===== config.mk =====
export PLATFORM = sky130hd
export DESIGN_NAME = seq_divider_16by8
export DESIGN_NICKNAME = d
export VERILOG_FILES = /design/src/rtl/div_pkg.sv /design/src/rtl/div_step.sv /design/src/rtl/seq_divider_16by8.sv
export SDC_FILE = /design/constraint.sdc
export NUM_CORES = 1
export LEC_CHECK = 0
export ABC_AREA = 1
export BUFFER_PORTS_ARGS = -buffer_cell sky130_fd_sc_hd__buf_2
export CORE_MARGIN = 10
export CORE_UTILIZATION = 25
export CTS_CLUSTER_SIZE = 20
export DETAILED_ROUTE_END_ITERATION = 16
export GPL_TIMING_DRIVEN = 0
export PLACE_DENSITY = 0.41
export SYNTH_ARGS = -nofsm -noshare
export SYNTH_HDL_FRONTEND = slang
export SYNTH_HIERARCHICAL = 1
export SYNTH_SLANG_ARGS = --single-unit

===== constraint.sdc =====
create_clock -name clk -period 2.5 [get_ports clk]
set_input_delay 0.375 -clock clk [delete_from_list [all_inputs] [get_ports clk]]
set_output_delay 0.375 -clock clk [all_outputs]
set_load 0.1 [all_outputs]

===== src/rtl/div_pkg.sv =====
// Shared types and width helpers for the sequential restoring divider.
package div_pkg;

    localparam int DIV_NW = 16;
    localparam int DIV_DW = 8;

    typedef enum logic [1:0] {
        IDLE,
        CALC,
        DONE
    } div_state_t;

    // Counter must hold the value NW itself, hence NW+1.
    function automatic int cnt_width(input int nw);
        return $clog2(nw + 1);
    endfunction

endpackage


===== src/rtl/div_step.sv =====
// One restoring division iteration: shift in a dividend bit, trial-subtract the divisor.
module div_step #(
    parameter int DW = 8
) (
    input  logic [DW:0]   rem_in,
    input  logic          bit_in,
    input  logic [DW-1:0] divisor,
    output logic [DW:0]   rem_out,
    output logic          q_bit
);

    logic [DW:0] trial;

    // A set top bit would mean the shifted value exceeds any DW-bit divisor.
    always_comb begin
        trial   = {rem_in[DW-1:0], bit_in};
        q_bit   = rem_in[DW] || (trial >= {1'b0, divisor});
        rem_out = q_bit ? (trial - {1'b0, divisor}) : trial;
    end

endmodule


===== src/rtl/seq_divider_16by8.sv =====
// Multi-cycle restoring unsigned divider, one quotient bit per clock, valid/ready on both sides.
// Optional DIV_ZERO flag output is built when DIV_ZERO_ERR_EN is defined.
//
// state | meaning
// IDLE  | in_ready=1, waiting for an operation
// CALC  | iterating one quotient bit per cycle
// DONE  | out_valid=1, result held until out_ready
module seq_divider_16by8
    import div_pkg::*;
#(
    parameter int NW = DIV_NW,
    parameter int DW = DIV_DW
) (
    input  logic          clk,
    input  logic          reset,
    input  logic          in_valid,
    output logic          in_ready,
    input  logic [NW-1:0] DIVIDEND,
    input  logic [DW-1:0] DIVISOR,
    output logic          out_valid,
    input  logic          out_ready,
    output logic [NW-1:0] QUOTIENT,
    output logic [DW-1:0] REMAINDER
`ifdef DIV_ZERO_ERR_EN
    ,
    output logic          DIV_ZERO
`endif
);

    localparam int CW = cnt_width(NW);

    div_state_t    state, state_next;
    logic [CW-1:0] cnt;
    logic [DW:0]   rem, rem_next;
    logic [NW-1:0] shift, shift_next;
    logic [DW-1:0] dvsr;
    logic          q_bit;

    div_step #(.DW(DW)) u_step (
        .rem_in  (rem),
        .bit_in  (shift[NW-1]),
        .divisor (dvsr),
        .rem_out (rem_next),
        .q_bit   (q_bit)
    );

    assign shift_next = {shift[NW-2:0], q_bit};

    always_ff @(posedge clk) begin
        if (reset) begin
            state     <= IDLE;
            cnt       <= '0;
            rem       <= '0;
            shift     <= '0;
            dvsr      <= '0;
            QUOTIENT  <= '0;
            REMAINDER <= '0;
`ifdef DIV_ZERO_ERR_EN
            DIV_ZERO  <= 1'b0;
`endif
        end else begin
            state <= state_next;
            case (state)
                IDLE: begin
                    if (in_valid) begin
                        shift <= DIVIDEND;
                        dvsr  <= DIVISOR;
                        rem   <= '0;
                        cnt   <= CW'(NW);
                        // Zero divisor skips iteration and publishes the result directly.
                        if (DIVISOR == '0) begin
                            QUOTIENT  <= '1;
                            REMAINDER <= DIVIDEND[DW-1:0];
`ifdef DIV_ZERO_ERR_EN
                            DIV_ZERO  <= 1'b1;
`endif
                        end
                    end
                end
                CALC: begin
                    rem   <= rem_next;
                    shift <= shift_next;
                    cnt   <= cnt - CW'(1);
                    if (cnt == CW'(1)) begin
                        QUOTIENT  <= shift_next;
                        REMAINDER <= rem_next[DW-1:0];
                    end
                end
                DONE: begin
`ifdef DIV_ZERO_ERR_EN
                    if (out_ready) DIV_ZERO <= 1'b0;
`endif
                end
                default: ;
            endcase
        end
    end

    always_comb begin
        state_next = state;
        case (state)
            IDLE:    if (in_valid) state_next = (DIVISOR == '0) ? DONE : CALC;
            CALC:    if (cnt == CW'(1)) state_next = DONE;
            DONE:    if (out_ready) state_next = IDLE;
            default: state_next = IDLE;
        endcase
    end

    always_comb begin
        in_ready  = 1'b0;
        out_valid = 1'b0;
        case (state)
            IDLE:    in_ready  = 1'b1;
            DONE:    out_valid = 1'b1;
            default: ;
        endcase
    end

endmodule


==> metrics.md <==
| Metric | Value |
|---|---|
| Outcome | complete, no violations |
| Total GRT Usage | 11.5% |
| Antenna Diode Count | 0 |
| Post-synth ARST share | 0% |
| First-pass GRT wire length | 17000 µm |
| Syn. warnings | 6 |
| Wire per inst | 13.5 µm |
| TritonRoute pass-1 iters | 4 |
| Top Ports | 54 |
| Drt drc | 0 |
| CP Capture Type | flip-flop |
| RSZ-0062 raised after global routing | no |
| Nets@finish | 620 |
| Crit Path Max Fanout | 3 |
| Syn_nets | 556 |
| Syn Area/Cell | 6.54 µm² |
| Endpoints failing hold | 0 |
| Commonest non-fill, non-tap cell in the layout | nand2_1 |
| Yosys reg bits | 64 |
| Slew headroom | 45.1% |
| H-tree Lvls | 3 |
| Vias in the first global route | 3365 |
| Drt total wl | 10200 µm |
| Final setup viols | 0 |
| Top FF cell, synth | dfxtp_1 |
| Die height | 136 µm |
| Initial antenna violation count | 0 |
| Vias per cell | 4.35 |
| Final Power | 4.47 mW |
| CP arrival | 2.38 ns |
| Crit Path Class | flip-flop to flip-flop |
| Finished Core Util | 32.0% |
| Area delta synth->final | 25.2% |
| Leak pwr | 2.03 nW |
| Vias | 3314 |
| Port bufs | 53 |
| Post-Synthesis Cells | 517 |
| Min cycle time layout | 2.10 ns |
| CTS tree | done |
| Critical path startpoint category | flip-flop |
| Most frequent cells in the layout | nand2_1, nor2_1, inv_1, dfxtp_1, buf_2 |
| Fraction of layout cells with a size suffix above 1 | 17.2% |
| Placer Congestion | 0.819 |
| Max Fclk | 475 MHz |
| Die Span X | 136 µm |
| Post-DP HPWL | 8070 µm |
| Cell Area, Synth | 0.00338 mm² |
| Final Max Slew Viols | 0 |
| Post-synth cell types | 29 |
| EDFF count, synth | 0 |
| Power per cell area | 1060 mW/mm² |
| Hold WS | 0.252 ns |
| Clk sinks | 64 |
| Period utilization | 84.2% |
| Max-cap violations | 0 |
| Post-CTS Hold Fix Bufs | 0 |
| Share of the synthesized area in the top cell type | 37.9% |
| Worst-Margin Slew | 0.817 ns |
| Setup_tns | 0 ns |
| Initial Util | 25.5% |
| Std cell rows | 42 |
| CTS buffer count | 9 |
| Sequential share of the synthesized area | 37.9% |
| Worst-path clk slew | 0.06 ns |
| CTS root buffer | clkbuf_16 |
| CORE AREA | 0.0132 mm² |
| Peak supply drop | 0.000353 V |
| Worst Clk Skew | 0.00620 ns |
| GRT overflow | 0 |
| Setup bufs post-CTS | 0 |
| Largest net degree at the start of global routing | 12 |
| Iteration-0 DRC Markers | 145 |
| Clk buf depth | 2 |
| Required @ worst endpoint | 2.78 ns |
| Dominant cells by area after synthesis | dfxtp_1, nand2_1, nor2_1, inv_1, a21oi_1 |
| Die area | 0.0186 mm² |
| Synth area leader | dfxtp_1 |
| Hold/Removal Path Class | input pin to flip-flop |
| Final ANT Viol Nets | 0 |
| Clk_lat worst skew | 0.34 ns |
| CTS resizes | 0 |
==> Yosys cell counts (3+ instances only) <==
cell type / n
nand2_1: 137
clkbuf_1: 6
nor3_1: 3
o21ai_0: 28
nor2_1: 79
buf_1: 3
a21oi_1: 35
buf_2: 8
inv_1: 66
o211ai_1: 7
dfxtp_1: 64
nand4_1: 19
buf_4: 3
inv_2: 6
nand2_2: 5
nand3_1: 22
ha_1: 10
==> per-layer routing <==
layer / routed length [µm] / vias up / global-route usage, %
li1: - / 1757 / -
met1: 4950 / 1476 / 14.3
met2: 4560 / 66 / 18.0
met3: 527 / 15 / 3.32
met4: 206 / 0 / 5.62
met5: 0 / - / 0
==> path summary, 6_finish.rpt <==
path,startpoint,cells past startpoint,slack [ns],to
hold reg to reg,shift[10],2,0.46,shift[10]
setup reg to reg,shift[15],15,0.40,REMAINDER[4]
setup / recovery,shift[15],15,0.40,REMAINDER[4]
hold / removal,reset,2,0.25,cnt[4]
==> final cells by class <==
cell class,count,area [µm²]
sequential,64,1280
buffer,20,96.3
tap,176,220
clock inverter,4,98.8
timing repair buffer,53,265
inverter,73,274
multi-input combinational,360,1730
clock buffer,12,267
fill,1510,9010
==> cells by family (layout without fill, tap and decap cells) <==
group	count (synthesis)	after routing	share of synthesized area, %
fa+ha+maj	11	11	4.29
compound gates	72	72	11.3
xor+xnor	3	3	0.777
simple gates	274	274	34.8
flops	64	64	37.9
buf+inv	93	162	11.0
==> critical path, cell delays in order (launching register included) <==
cell     delay (ns)
dfxtp_1        0.37
inv_1          0.06
ha_1           0.22
fa_1           0.43
inv_1          0.09
nand2_1        0.05
nand2_1        0.09
xor2_1         0.18
nand2_1        0.07
nand2_1        0.05
nand2_1        0.07
nand2_1        0.08
inv_1          0.04
nand3_1        0.07
nand2_1        0.07
nor2_1         0.09
==> through the flow <==
stage,instance area [µm²],instances,worst slack (ns)
CTS,4240,762,0.403
detailed placement,3870,746,0.433
global placement,3870,746,0.431
finish,4240,762,0.395
floorplan,3380,517,0.515
global route,4240,762,0.185
==> where the power goes <==
group | switching (mW) | internal, mW
Combinational | 1.21 | 0.473
Clock | 0.493 | 1.06
Sequential | 0.0783 | 1.16
==> state kept, by name, summed over array words and instances, names as in the netlist <==
name       cells
state          2
REMAINDER      8
dvsr           8
rem            9
QUOTIENT      16
shift         16
cnt            5
Note: power is estimated with default switching activity, not from simulation.
